[config.mk]
export PLATFORM = sky130hd
export DESIGN_NAME = fifo_simple_flat
export DESIGN_NICKNAME = d
export VERILOG_FILES = /design/src/rtl/fifo_simple_if.sv /design/src/rtl/fifo_simple.sv /design/src/flat_wrapper.sv
export SDC_FILE = /design/constraint.sdc
export NUM_CORES = 1
export LEC_CHECK = 0
export BUFFER_PORTS_ARGS = -buffer_cell sky130_fd_sc_hd__buf_2
export CAP_MARGIN = 10
export CORE_ASPECT_RATIO = 0.6
export CORE_MARGIN = 4
export CORE_UTILIZATION = 55
export CTS_CLUSTER_SIZE = 16
export DETAILED_ROUTE_END_ITERATION = 16
export PLACE_DENSITY = 0.8
export RECOVER_POWER = 50
export SLEW_MARGIN = 20
export SYNTH_ARGS = -nofsm -noshare
export SYNTH_HDL_FRONTEND = slang
export SYNTH_SLANG_ARGS = --single-unit
[constraint.sdc]
create_clock -name clk -period 3.64 [get_ports clk]
set_input_delay 0.364 -clock clk [delete_from_list [all_inputs] [get_ports clk]]
set_output_delay 0.364 -clock clk [all_outputs]
set_load 0.1 [all_outputs]
[src/rtl/fifo_simple_if.sv]
// Handshake and status bundle between a fifo_simple instance and its producer/consumer.
// The master side drives push/pop; the slave side is the FIFO itself.
interface fifo_simple_if #(
    parameter int unsigned DATA_WIDTH = 32,
    parameter int unsigned ADDR_WIDTH = 4
);
    logic                  push;
    logic [DATA_WIDTH-1:0] push_data;
    logic                  pop;
    logic [DATA_WIDTH-1:0] pop_data;
    logic [ADDR_WIDTH:0]   count;
    logic                  full;
    logic                  full_a;
    logic                  empty;
    logic                  empty_a;

    modport master (
        output push, push_data, pop,
        input  pop_data, count, full, full_a, empty, empty_a
    );

    modport slave (
        input  push, push_data, pop,
        output pop_data, count, full, full_a, empty, empty_a
    );
endinterface

[src/rtl/fifo_simple.sv]
// Single-clock first-word-fall-through FIFO with exact fill count and status flags.
// Depth is 2^ADDR_WIDTH; flags decode the registered count.
module fifo_simple #(
    parameter int unsigned DATA_WIDTH = 32,
    parameter int unsigned ADDR_WIDTH = 4
) (
    input  logic          clk,
    input  logic          rst,
    fifo_simple_if.slave  bus
);
    localparam int unsigned DEPTH = 32'd1 << ADDR_WIDTH;
    localparam int unsigned CNT_W = ADDR_WIDTH + 1;

    logic [DATA_WIDTH-1:0] r_mem [DEPTH];
    logic [ADDR_WIDTH-1:0] r_wr_ptr;
    logic [ADDR_WIDTH-1:0] r_rd_ptr;
    logic [CNT_W-1:0]      r_count;

    logic w_full;
    logic w_empty;
    logic w_push_en;
    logic w_pop_en;

    assign w_full    = (r_count == CNT_W'(DEPTH));
    assign w_empty   = (r_count == CNT_W'(0));
    // A pop in the same cycle frees a slot, so a full FIFO can still accept a push.
    assign w_pop_en  = bus.pop && !w_empty;
    assign w_push_en = bus.push && (!w_full || w_pop_en);

    // Storage is not reset; a reset cycle simply blocks the write.
    always_ff @(posedge clk) begin
        if (rst && w_push_en) begin
            r_mem[r_wr_ptr] <= bus.push_data;
        end
    end

    always_ff @(posedge clk) begin
        if (!rst) begin
            r_wr_ptr <= '0;
            r_rd_ptr <= '0;
            r_count  <= '0;
        end else begin
            if (w_push_en) begin
                r_wr_ptr <= r_wr_ptr + ADDR_WIDTH'(1);
            end
            if (w_pop_en) begin
                r_rd_ptr <= r_rd_ptr + ADDR_WIDTH'(1);
            end
            case ({w_push_en, w_pop_en})
                2'b10:   r_count <= r_count + CNT_W'(1);
                2'b01:   r_count <= r_count - CNT_W'(1);
                default: r_count <= r_count;
            endcase
        end
    end

    assign bus.count    = r_count;
    assign bus.full     = w_full;
    assign bus.full_a   = (r_count >= CNT_W'(DEPTH / 2));
    assign bus.empty    = w_empty;
    assign bus.empty_a  = (r_count <= CNT_W'(1));
    assign bus.pop_data = r_mem[r_rd_ptr];
endmodule

[src/flat_wrapper.sv]
// flat-port wrapper written by rule: the top's interface ports become plain ports
module fifo_simple_flat 
#(
    parameter int unsigned DATA_WIDTH = 32,
    parameter int unsigned ADDR_WIDTH = 4
)
  (clk, rst, bus_push, bus_push_data, bus_pop, bus_pop_data, bus_count, bus_full, bus_full_a, bus_empty, bus_empty_a);
  fifo_simple_if #(.DATA_WIDTH(DATA_WIDTH), .ADDR_WIDTH(ADDR_WIDTH)) bus_i ();
  input  logic clk;
  input  logic rst;
  input wire logic [$bits(bus_i.push)-1:0] bus_push;
  input wire logic [$bits(bus_i.push_data)-1:0] bus_push_data;
  input wire logic [$bits(bus_i.pop)-1:0] bus_pop;
  output wire logic [$bits(bus_i.pop_data)-1:0] bus_pop_data;
  output wire logic [$bits(bus_i.count)-1:0] bus_count;
  output wire logic [$bits(bus_i.full)-1:0] bus_full;
  output wire logic [$bits(bus_i.full_a)-1:0] bus_full_a;
  output wire logic [$bits(bus_i.empty)-1:0] bus_empty;
  output wire logic [$bits(bus_i.empty_a)-1:0] bus_empty_a;
  assign bus_i.push = bus_push;
  assign bus_i.push_data = bus_push_data;
  assign bus_i.pop = bus_pop;
  assign bus_pop_data = bus_i.pop_data;
  assign bus_count = bus_i.count;
  assign bus_full = bus_i.full;
  assign bus_full_a = bus_i.full_a;
  assign bus_empty = bus_i.empty;
  assign bus_empty_a = bus_i.empty_a;
  fifo_simple #(.DATA_WIDTH(DATA_WIDTH), .ADDR_WIDTH(ADDR_WIDTH)) u_core (.clk(clk), .rst(rst), .bus(bus_i));
endmodule
==> results.py <==
metrics = {
    "drt": {
        "dr_total_vias": 9506,
        "drt_iter0_drc": 996,
        "drtPass1Iterations": 5,
        "wl_per_cell_microns": 27.64,
        "viasPerCell": 6.304,
        "wl_mm": 41.68,
        "postRouteAntennaNets": 0,
        "drc": 0,
    },
    "die": {
        "coreArea_sq_um": 35480,
        "die_y_microns": 155.9,
        "dieArea_sq_um": 39690,
        "dieWidth_microns": 254.5,
        "rows": 53,
        "ios": 77,
        "start_util_pct": 56.54,
    },
    "cts": {
        "clockBufferDepth": 3,
        "insertion_delay_ps": 560,
        "cts_tree": "built",
        "post_cts_buffers": 0,
        "clk_pin_slew_ps": 70,
        "cts_resized": 0,
        "ctsHoldBuffers": 0,
        "clock_sinks": 529,
        "numCtsBuffers": 45,
        "cts_max_level": 2,
        "clock-root-buffer": "clkbuf_16",
    },
    "critical_path": {
        "rrSetupSlack_ps": 430,
        "r2r.worst_path.cells": 7,
        "worstPathArrival_ps": 2920,
        "critPathCaptureType": "output port",
        "cpMaxStageDelayCell": "mux4_2",
        "critPathMaxStageDelay_ps": 630,
        "required_ps": 3280,
        "r2r_end": "u_core.r_mem[11][19]$_DFFE_PP_",
        "reg2reg_from": "u_core.bus.count[0]$_SDFFE_PN0P_",
        "startpoint_type": "flop",
        "path_cells": "buf_4 > mux4_2 > a22oi_1 > nand2_1 > buf_2",
        "critPathMaxFanout": 30,
        "critPathCapture": "bus_pop_data[23]",
        "crit_type": "flop to output port",
    },
    "logic_synthesis": {
        "async_reset_ff_share_pct": 0,
        "ys_seq_area_share_pct": 78.34,
        "synth_nets": 941,
        "syn_avg_cell_area_sq_um": 22.41,
        "yosysWarnings": 0,
        "ys_seq_elements": 529,
        "ys_types": 34,
        "synth-main-ff-cell": "edfxtp_1",
        "synth-edff-count": 512,
        "netlist_instances": 895,
        "syn_area_sq_um": 20060,
    },
    "run_status": {
        "violations": "capacitance limit, slew limit",
        "outcome": "complete, but fails checks",
    },
    "timing": {
        "setup_violations": 0,
        "finalWorstSetupSlack_ps": 358.5,
        "drv_slew": 14,
        "worst_pin_slew_ps": 1752,
        "fmax_ghz": 0.3047,
        "post-route-min-period_ps": 3281,
        "fin_crit_sh_pct": 90.15,
        "rsz0062_at_grt": "no",
        "slew_headroom_pct": -17.23,
        "clock_skew_ps": 16.20,
        "finalHoldViolCount": 0,
        "fin_setup_tns_ps": 0,
    },
    "power_and_ir_drop": {
        "swShare_pct": 29.81,
        "power_density_nw_per_um2": 665.7,
        "sequentialPowerShare_pct": 45.3,
        "switchingPower_mw": 4.508,
        "irDropWorstVdd_v": 0.0004357,
        "p_int_mw": 10.61,
        "clkPwrFrac_pct": 31.5,
        "p_comb_share_pct": 23.2,
        "power_leakage_nw": 7.012,
    },
    "place": {
        "place_area_sq_um": 21340,
        "place.gp.congestion": 0.7426,
        "dp.cells": 1426,
        "place_ws_ps": 941.6,
        "hpwl_mm": 23.27,
        "portBuffers": 76,
    },
    "final_layout": {
        "nets": 1052,
        "layout_commonest_cell": "edfxtp_1",
        "antenna_cells": 0,
        "fin_area_sq_um": 22710,
        "stdcell_count": 1508,
        "drive_gt1_share_pct": 27.47,
        "areaGrowthSynthToFinish_pct": 13.24,
        "most-common-layout-cells": "edfxtp_1, mux4_2, a22oi_1",
    },
    "job": {
        "maxCapViolations": 1,
    },
    "grt": {
        "antenna_found_initial": 0,
        "gr-total-overflow": 0,
        "grt_usage_pct": 21.34,
        "grt_max_degree": 49,
        "grt_pass1_wl_mm": 62.28,
        "grt_pass1_vias": 9576,
    },
    "min_path": {
        "hold_class": "input port to flop",
    },
}
[area by class of cell]
class                      instances  area (sq um)
inverter                           8         30.03
tap                              467         584.3
fill                            2271         12760
clock buffer                      57          1214
sequential                       529         15720
timing repair buffer             109         696.9
clock inverter                    25         232.7
multi-input combinational        313          4234
[worst max-delay path: cells and delay by family (launching register included)]
family,cells,cell delay (ps)
flip-flops,1,400
AND/OR/NAND/NOR,1,150
multiplexers,1,630
AO/OA/AOI/OAI,1,330
buffers and inverters,2,830
[worst min-delay path by stage]
stage	from	end	slack, ps	cells after the start
finish	bus_pop	flop	180	3
floorplan	bus_push_data[0]	u_core.r_mem[0][0]$_DFFE_PP_	460	0
CTS	bus_push_data[30]	u_core.r_mem[13][30]$_DFFE_PP_	150	1
global placement	u_core.r_wr_ptr[1]$_SDFFE_PN0P_	u_core.r_wr_ptr[1]$_SDFFE_PN0P_	500	2
global route	bus_pop	flop	170	3
detailed placement	u_core.r_wr_ptr[1]$_SDFFE_PN0P_	u_core.r_wr_ptr[1]$_SDFFE_PN0P_	520	2
[routing by layer]
metal | part of all wire [%] | up-vias | global-route usage, %
li1 | - | 3989 | -
met1 | 42 | 4965 | 32.44
met2 | 48 | 500 | 33.26
met3 | 8.8 | 52 | 4.548
met4 | 1.4 | 0 | 3.919
met5 | 0 | - | 0
[sequential cells by signal, summed over array words and instances, names as in the netlist, named ones only]
| signal | count |
|---|---|
| u_core.r_mem | 512 |
| u_core.bus.count | 5 |
| u_core.r_rd_ptr | 4 |
| u_core.r_wr_ptr | 4 |
[synth_stat cells, types with 7 or more instances]
| cell | count | area [sq um] |
|---|---|---|
| a22oi_1 | 64 | 480.5 |
| and2_1 | 11 | 68.82 |
| nand3_1 | 7 | 35.03 |
| buf_2 | 7 | 35.03 |
| xnor2_1 | 7 | 61.31 |
| nor2_1 | 17 | 63.81 |
| buf_1 | 10 | 37.54 |
| buf_4 | 9 | 67.56 |
| nand2_1 | 39 | 146.4 |
| ha_1 | 10 | 125.1 |
| mux4_2 | 128 | 2883 |
| inv_1 | 8 | 30.03 |
| edfxtp_1 | 512 | 15370 |
| clkbuf_1 | 19 | 71.32 |
| dfxtp_1 | 17 | 340.3 |
[kinds of logic (layout without fill, tap and decap cells)]
kind of cell             after synthesis  after routing  share of synthesized area (%)
AND/OR/NAND/NOR                       90             90                          2.246
adder cells (fa/ha/maj)               10             10                         0.6238
multiplexers                         129            129                          14.42
AO/OA/AOI/OAI                         75             75                          2.769
XOR/XNOR                               9              9                         0.3930
buffers and inverters                 53            199                          1.204
flip-flops                           529            529                          78.34
[through the flow]
stage	hold slack (ps)	total power [mW]	utilization, %
finish	177.6	15.12	64.02
global route	173.7	15.70	64.02
CTS	147.7	15.30	64.22
detailed placement	515.7	10.54	60.14
global placement	495.4	10.49	60.07
floorplan	462.9	9.928	-
[power groups by stage]
stage / registers (mW) / clock network [mW] / logic (mW)
2_1_floorplan: 7.05 / 0 / 2.88
5_1_grt: 6.86 / 5.13 / 3.70
3_3_place_gp: 6.98 / 0 / 3.51
6_report: 6.86 / 4.76 / 3.50
3_5_place_dp: 6.99 / 0 / 3.56
4_1_cts: 6.86 / 4.86 / 3.58
No activity file was read; power rests on OpenSTA's default activity.
